[src/rtl/serial_adder_pkg.sv]
// Shared types and constants for the bit-serial adder.
// Optional subtract mode is enabled with the SERIAL_ADDER_SUB_EN macro.
package serial_adder_pkg;

  typedef enum logic [1:0] {
    IDLE = 2'd0,
    RUN  = 2'd1,
    DONE = 2'd2
  } state_t;

  localparam int DEFAULT_WIDTH = 4;

  // Bit-counter width. It is at least one bit so that the narrowest
  // adder still has a counter.
  function automatic int cnt_width(input int width);
    return (width > 1) ? $clog2(width) : 1;
  endfunction

endpackage

[src/rtl/serial_adder_full_adder_cell.sv]
// One-bit combinational full adder, the only arithmetic element of serial_adder.
// SERIAL_ADDER_SUB_EN does not affect this cell.
module full_adder_cell (
  input  logic a,
  input  logic b,
  input  logic cin,
  output logic s,
  output logic c
);

  assign s = a ^ b ^ cin;
  assign c = (a & b) | (a & cin) | (b & cin);

endmodule

[src/rtl/serial_adder.sv]
// Bit-serial LSB-first adder that processes one bit per clock with a single full adder.
// The SERIAL_ADDER_SUB_EN macro adds the sub port for a - b - cin, with cout as the borrow.
module serial_adder
  import serial_adder_pkg::*;
#(
  parameter int WIDTH = DEFAULT_WIDTH
) (
  input  logic             clk,
  input  logic             rst,
  input  logic             start,
  input  logic [WIDTH-1:0] a,
  input  logic [WIDTH-1:0] b,
  input  logic             cin,
`ifdef SERIAL_ADDER_SUB_EN
  input  logic             sub,
`endif
  output logic             busy,
  output logic             done,
  output logic [WIDTH-1:0] sum,
  output logic             cout
);

  // Handshake: start is accepted only on an edge where busy=0. After that
  // edge, busy stays high until done has pulsed for one cycle. The sum and
  // cout outputs are valid from the done cycle until the next done cycle.

  localparam int             CW   = cnt_width(WIDTH);
  localparam logic [CW-1:0]  LAST = CW'(WIDTH - 1);

  state_t           state;
  state_t           state_n;
  logic [CW-1:0]    cnt;
  logic [WIDTH-1:0] a_sh;
  logic [WIDTH-1:0] b_sh;
  logic [WIDTH-1:0] sum_sh;
  logic [WIDTH-1:0] sum_sh_n;
  logic             carry_q;
  logic             sub_q;
  logic             sub_eff;
  logic             fa_s;
  logic             fa_c;
  logic             accept;
  logic             last_bit;

`ifdef SERIAL_ADDER_SUB_EN
  assign sub_eff = sub;
`else
  assign sub_eff = 1'b0;
`endif

  full_adder_cell u_fa (
    .a   (a_sh[0]),
    .b   (b_sh[0]),
    .cin (carry_q),
    .s   (fa_s),
    .c   (fa_c)
  );

  assign accept   = (state == IDLE) && start;
  assign last_bit = (state == RUN) && (cnt == LAST);

  // The new bit enters at the MSB, so the LSB-first result is already in
  // place once WIDTH bits have been shifted in.
  assign sum_sh_n = (sum_sh >> 1) | (WIDTH'(fa_s) << (WIDTH - 1));

  always_ff @(posedge clk or posedge rst) begin
    if (rst) begin
      state <= IDLE;
    end else begin
      state <= state_n;
    end
  end

  always_comb begin
    state_n = state;
    case (state)
      IDLE:    if (start) state_n = RUN;
      RUN:     if (cnt == LAST) state_n = DONE;
      DONE:    state_n = IDLE;
      default: state_n = IDLE;
    endcase
  end

  always_ff @(posedge clk or posedge rst) begin
    if (rst) begin
      cnt     <= '0;
      a_sh    <= '0;
      b_sh    <= '0;
      sum_sh  <= '0;
      carry_q <= 1'b0;
      sub_q   <= 1'b0;
      sum     <= '0;
      cout    <= 1'b0;
    end else if (accept) begin
      // Subtract works as a + ~b + ~cin, which equals a - b - cin modulo 2^WIDTH.
      a_sh    <= a;
      b_sh    <= sub_eff ? ~b : b;
      carry_q <= sub_eff ? ~cin : cin;
      sub_q   <= sub_eff;
      cnt     <= '0;
    end else if (state == RUN) begin
      sum_sh  <= sum_sh_n;
      a_sh    <= a_sh >> 1;
      b_sh    <= b_sh >> 1;
      carry_q <= fa_c;
      cnt     <= cnt + CW'(1);
      if (last_bit) begin
        sum  <= sum_sh_n;
        cout <= fa_c ^ sub_q;
      end
    end
  end

  assign busy = (state != IDLE);
  assign done = (state == DONE);

endmodule

[config.mk]
export PLATFORM = sky130hd
export DESIGN_NAME = serial_adder
export DESIGN_NICKNAME = d
export VERILOG_FILES = /design/src/rtl/serial_adder_pkg.sv /design/src/rtl/serial_adder_full_adder_cell.sv /design/src/rtl/serial_adder.sv
export SDC_FILE = /design/constraint.sdc
export NUM_CORES = 1
export LEC_CHECK = 0
export BUFFER_PORTS_ARGS = -buffer_cell sky130_fd_sc_hd__buf_4
export CORE_UTILIZATION = 47
export CTS_CLUSTER_DIAMETER = 60
export DETAILED_ROUTE_END_ITERATION = 10
export PLACE_DENSITY = 0.73
export SYNTH_ARGS = -nofsm -noshare
export SYNTH_HDL_FRONTEND = slang
export SYNTH_HIERARCHICAL = 1
export SYNTH_SLANG_ARGS = --single-unit
[constraint.sdc]
create_clock -name clk -period 1.3 [get_ports clk]
set_input_delay 0.065 -clock clk [delete_from_list [all_inputs] [get_ports clk]]
set_output_delay 0.065 -clock clk [all_outputs]
set_load 0.02 [all_outputs]
==> summary.txt, run 1 <==
Detailed routing
  • DRC: 0
  • Wirelength per Cell: around 14 um
  • Vias: roughly 730
  • Via/cell ratio: 5.31
  • Detailed Route WL: around 2 mm
  • DRT iter0 DRCs: 6
  • Detailed Routing Iterations Pass 1: 4
  • Antenna-violating nets left: 0

CTS
  • Worst-Skew Late Latency: between 0.2 and 0.3 ns
  • Bufs on Longest Clock Path: 2
  • Cts bufs inserted: 3
  • Clk root buf: clkbuf_4
  • H-Tree Depth: 1
  • Clock sink count: 21
  • Clock-pin slew on the worst setup and hold paths: around 0.11 ns
  • CTS tree: yes

Placed design
  • Placed cells: 130
  • Dpl hpwl: roughly 1.3 mm
  • Post-Place Setup Slack: approximately 0.024 ns
  • Placer congestion estimate: between 0.8 and 0.9
  • # port buffers: 18

Floorplanning
  • Die H: around 46 um
  • Die area: approximately 0.0021 mm2
  • # rows: 15
  • Starting Density: slightly above 50%
  • Die X: ~46 um
  • Num ports: 19
  • Core area: ~0.0018 mm2

Synth
  • Mean Syn Cell Area: 10.7 um2
  • Syn nets: 100
  • Sequential-to-total area share from yosys stat: between 50% and 60%
  • FF+latch count, synth: 21
  • Synthesized cell area: around 920 um2
  • Cells after Synth: 86
  • Synth cell types: 20
  • Yosys warnings: 6

Finish
  • Core Util, Final: about 66%
  • Commonest non-fill, non-tap cell in the layout: buf_4
  • Share of cells above drive strength 1: about 35%
  • Final Non-Filler Cells: ~140
  • Layout net count: 128
  • Antenna Diode Count: 0
  • Syn-to-layout area delta: 27.3%
  • Commonest cells after routing, fill and taps aside: buf_4, dfrtp_1, nand2_1, o22ai_1

Min path
  • Hold WC Path Type: input port to flip-flop

Timing
  • Rel. slew slack: around four fifths
  • RSZ-0062 raised after global routing: yes
  • Final Hold Fails: 0
  • Tmin final: ~1.3 ns
  • Final period util: 99.6%
  • Fin Clk Skew: roughly 0.0019 ns
  • Fin. max-slew vios: 0
  • Fmax: a little under 0.8 GHz
  • Slew @ Worst Pin: between 0.3 and 0.4 ns
  • Setup TNS Final: 0 ns
  • Final setup viols: 0
  • Final worst slack: roughly 0.0053 ns

Power
  • Pwr Density: about 2500 mW/mm2
  • Peak supply drop: between 1 and 1.5 mV
  • P_leak: between 0.0005 and 0.0006 uW

Worst setup path
  • Crit path DAT: roughly 1.5 ns
  • Critical Path Fanout Max: 2
  • Type of the worst setup path: flip-flop to flip-flop
  • Crit end category: flip-flop
  • Worst Path Required: 1.49 ns
  • Startpoint types: flip-flop

Global routing
  • Vias in the first global route: approximately 700
  • Total track usage: 21.0%
  • Initial antenna violation count: 0
  • First-pass GRT wire length: a little over 3 mm
  • Gr ovfl total: 0
  • Largest net degree at the start of global routing: 22

Run status
  • Outcome: completed

Job
  • Max Cap Violations: 0
[critical path, stage by stage (launching register included)]
cell and delay [ns]:
dfrtp_1 0.42, fa_1 0.50, mux2_2 0.27
[logic make-up (layout without fill, tap and decap cells)]
kind of cell | after synthesis | after routing | share of synthesized area, %
buffers and inverters | 8 | 35 | 3.94
and+or+nand+nor | 21 | 21 | 11.4
adders and majority gates | 2 | 2 | 3.53
AOI/OAI and AO/OA | 29 | 29 | 17.9
DFF | 21 | 21 | 57.1
muxes | 5 | 5 | 6.11
[synthesized netlist by cell type, drive strengths merged]
master  number  share of area [%]
a211oi       1               0.82
nand2b       1               0.68
a21oi        7                3.8
inv          3                1.2
nor2         2               0.82
nor2b        2                2.2
mux2         5                6.1
o22ai       14                9.5
dfrtp       21                 57
clkinv       1               0.41
nand2       15                6.9
ha           1                1.4
o21ai        7                3.8
fa           1                2.2
clkbuf       1               0.41
or2b         1               0.82
buf          3                1.9
[path summary, 6_finish.rpt]
| path | startpoint | end | slack (ns) | cells after the start |
|---|---|---|---|---|
| min reg2reg | sum_sh[1] | sum_sh[1] | 0.50 | 2 |
| max reg2reg | b_sh[0] | sum[3] | 0.005 | 2 |
| min | b[3] | b_sh[3] | 0.02 | 3 |
| min in group asynchronous | rst | b_sh[1] | 0.35 | 4 |
| max in group asynchronous | rst | state[1] | 0.71 | 4 |
| max | b_sh[0] | sum[3] | 0.005 | 2 |
[metal layers]
metal / wire (um) / global-route usage (%)
met5: 0 / 0
met4: 28 / 10.6
met3: 73 / 4.71
met2: 955 / 31.0
met1: 917 / 28.8
[through the flow]
step                cell area (um2)  power [uW]  hold slack [ns]
global route                   1170        3200           0.0281
floorplan                       921        2060           0.0415
global placement               1100        2480            0.117
CTS                            1150        2870           0.0140
detailed placement             1100        2530            0.122
finish                         1170        2970           0.0180
[layout make-up]
class	count	area [um2]
fill	149	611
sequential	21	527
multi-input combinational	57	363
timing repair buffer	27	205
tap	25	31.3
clock buffer	4	26.3
inverter	4	20.0
[report_power, final]
group / internal, uW / switching, uW / leakage [uW]
Clock: 119 / 184 / 0.0000150
Combinational: 728 / 754 / 0.000293
Sequential: 967 / 217 / 0.000253
[state kept, by name (all words and copies together) (netlist names)]
signal   flops
a_sh         4
b_sh         4
sum          4
sum_sh       3
cnt          2
state        2
carry_q      1
cout         1
[timing repair]
item,CTS,global route
setup endpoints to repair,2,9
hold endpoints to repair,21,0
pin swaps,0,1
hold buffers,1,0
resized for setup,2,3
setup buffers,1,2
No activity file was read; power rests on OpenSTA's default activity.
==> run 2, diff against run 1 <==
Settings changed: CTS_BUF_LIST from default to sky130_fd_sc_hd__clkbuf_16.
==> summary.txt, run 2 (synthesis gave the netlist of run 1 again) <==
Worst setup path
  • Buf/Inv on CP: 0
  • Startpoint types: flip-flop
  • Critical-path top delay cell: fa_1
  • Critical Path Fanout Max: 2
  • Cell family with most CP delay: adder cells
  • Levels on crit path: 2
  • Worst Path Required: around 1.4 ns
  • Crit path DAT: about 1.5 ns
  • Type of the worst setup path: flip-flop to flip-flop
  • Critical path cell sequence: fa_1, mux2_2
  • Largest stage delay on the critical path: approximately 0.53 ns
  • Crit end category: flip-flop
  • Reg2reg path depth: 2

CTS
  • Clock sink count: 21
  • Bufs on Longest Clock Path: 2
  • CTS tree: yes
  • Clk root buf: clkbuf_16
  • H-Tree Depth: 1
  • Worst-Skew Late Latency: 0.25 ns
  • Cts bufs inserted: 3
  • Clock-pin slew on the worst setup and hold paths: 0.05 ns

Placed design
  • # port buffers: 18
  • Post-Place Setup Slack: ~0.024 ns
  • Dpl hpwl: 1.33 mm
  • Placer congestion estimate: between 0.8 and 0.9

Floorplanning
  • Die H: around 46 um
  • Core area: between 0.0015 and 0.002 mm2
  • Die X: 46.3 um
  • Starting Density: roughly half
  • Num ports: 19
  • Die area: ~0.0021 mm2
  • # rows: 15

Run status
  • Failing checks: setup timing
  • Outcome: finished with violations

Power
  • P_leak: around 0.00060 uW
  • Design Power: 3340 uW
  • Peak supply drop: roughly 1.5 mV
  • Pwr Density: ~2700 mW/mm2

Timing
  • Fin. max-slew vios: 0
  • RSZ-0062 raised after global routing: yes
  • Slew @ Worst Pin: 0.312 ns
  • Final Hold Fails: 0
  • Final setup viols: 1
  • Rel. slew slack: 79.1%
  • Fin Clk Skew: 0.000940 ns
  • Tmin final: 1.33 ns
  • Final worst slack: -0.0304 ns
  • Final period util: 102%
  • Fmax: ~0.75 GHz

Global routing
  • Vias in the first global route: around 680
  • Gr ovfl total: 0
  • Largest net degree at the start of global routing: 22
  • Initial antenna violation count: 0
  • First-pass GRT wire length: ~3.1 mm
  • Total track usage: between 20 and 25%

Finish
  • Top Registers: a_sh (4), b_sh (4), sum (4)
  • FILL cells: between 100 and 150
  • Antenna Diode Count: 0
  • Commonest non-fill, non-tap cell in the layout: buf_4
  • Share of cells above drive strength 1: roughly 36%
  • Layout net count: 130
  • Commonest cells after routing, fill and taps aside: buf_4, dfrtp_1, nand2_1, o22ai_1
  • Syn-to-layout area delta: 34.5%

Detailed routing
  • DRT iter0 DRCs: 12
  • Vias: 776
  • Detailed Route WL: roughly 2.1 mm
  • Detailed Routing Iterations Pass 1: 4
  • Antenna-violating nets left: 0
  • DRC: 0
  • Via/cell ratio: 5.54
  • Wirelength per Cell: ~15 um

Min path
  • Hold WC Path Type: input port to flip-flop
  • Depth of the worst hold-timing path: 3

Job
  • Max Cap Violations: 0
[run 2: cell types whose count changed in the layout (fill, tap and decap cells not counted), sizes merged]
cell | before | now
buf | 26 | 28
clkbuf | 4 | 3
inv | 2 | 3
[run 2: per-stage QoR]
| stage | util (%) | setup TNS [ns] | hold WS (ns) | instance area (um2) | std cells |
|---|---|---|---|---|---|
| floorplan | - | 0 | 0.0415 | 921 | 86 |
| global placement | 61.9 | 0 | 0.117 | 1100 | 130 |
| detailed placement | 61.9 | 0 | 0.122 | 1100 | 130 |
| CTS | 67.2 | 0 | 0.0723 | 1200 | 135 |
| global route | 69.5 | -0.0368 | 0.101 | 1240 | 140 |
| finish | 69.5 | -0.0304 | 0.0704 | 1240 | 140 |
[run 2: what timing repair did]
item,CTS,global route
gates resized for setup,2,2
hold buffers,1,0
hold endpoints to repair,21,0
buffers inserted,0,5
setup endpoints to repair,2,7
pin swaps,0,1
[run 2: area by class of cell]
type / instances / area, um2 / area share [%]
Timing Repair Buffer: 29 / 220 / 17.8
Inverter: 4 / 20.0 / 1.62
Clock buffer: 3 / 75.1 / 6.06
Multi-Input combinational cell: 57 / 363 / 29.3
Tap cell: 25 / 31.3 / 2.53
Clock inverter: 1 / 3.75 / 0.303
Sequential cell: 21 / 526 / 42.4
[run 2: metal layers]
layer / global-route usage, % / wire (um) / vias up
met1: 29.7 / 921 / 383
met3: 4.31 / 93 / 6
met4: 13.5 / 60 / 0
met2: 30.4 / 1040 / 26
met5: 0 / 0 / -
li1: - / - / 361
[run 2: tightest hold or removal path, delay by kind of cell]
family	cells	cell delay, ns
buffers and inverters	1	0.11
AND/OR/NAND/NOR	1	0.04
AO/OA/AOI/OAI	1	0.06
[run 2: power by group]
group	total, uW	internal (uW)	switching, uW
sequential	1190	969	224
clock	632	409	222
combinational	1520	730	789
total	3340	2110	1240
[run 2: final timing paths]
| kind | end | startpoint | slack (ns) |
|---|---|---|---|
| worst max-delay path | sum[3] | b_sh[0] | -0.03 |
| worst min-delay path | a_sh[3] | a[3] | 0.07 |
| worst max register to register | sum[3] | b_sh[0] | -0.03 |
| worst min register to register | sum_sh[1] | sum_sh[1] | 0.49 |
| max in group asynchronous | sum[3] | rst | 0.67 |
| min in group asynchronous | sum[2] | rst | 0.41 |
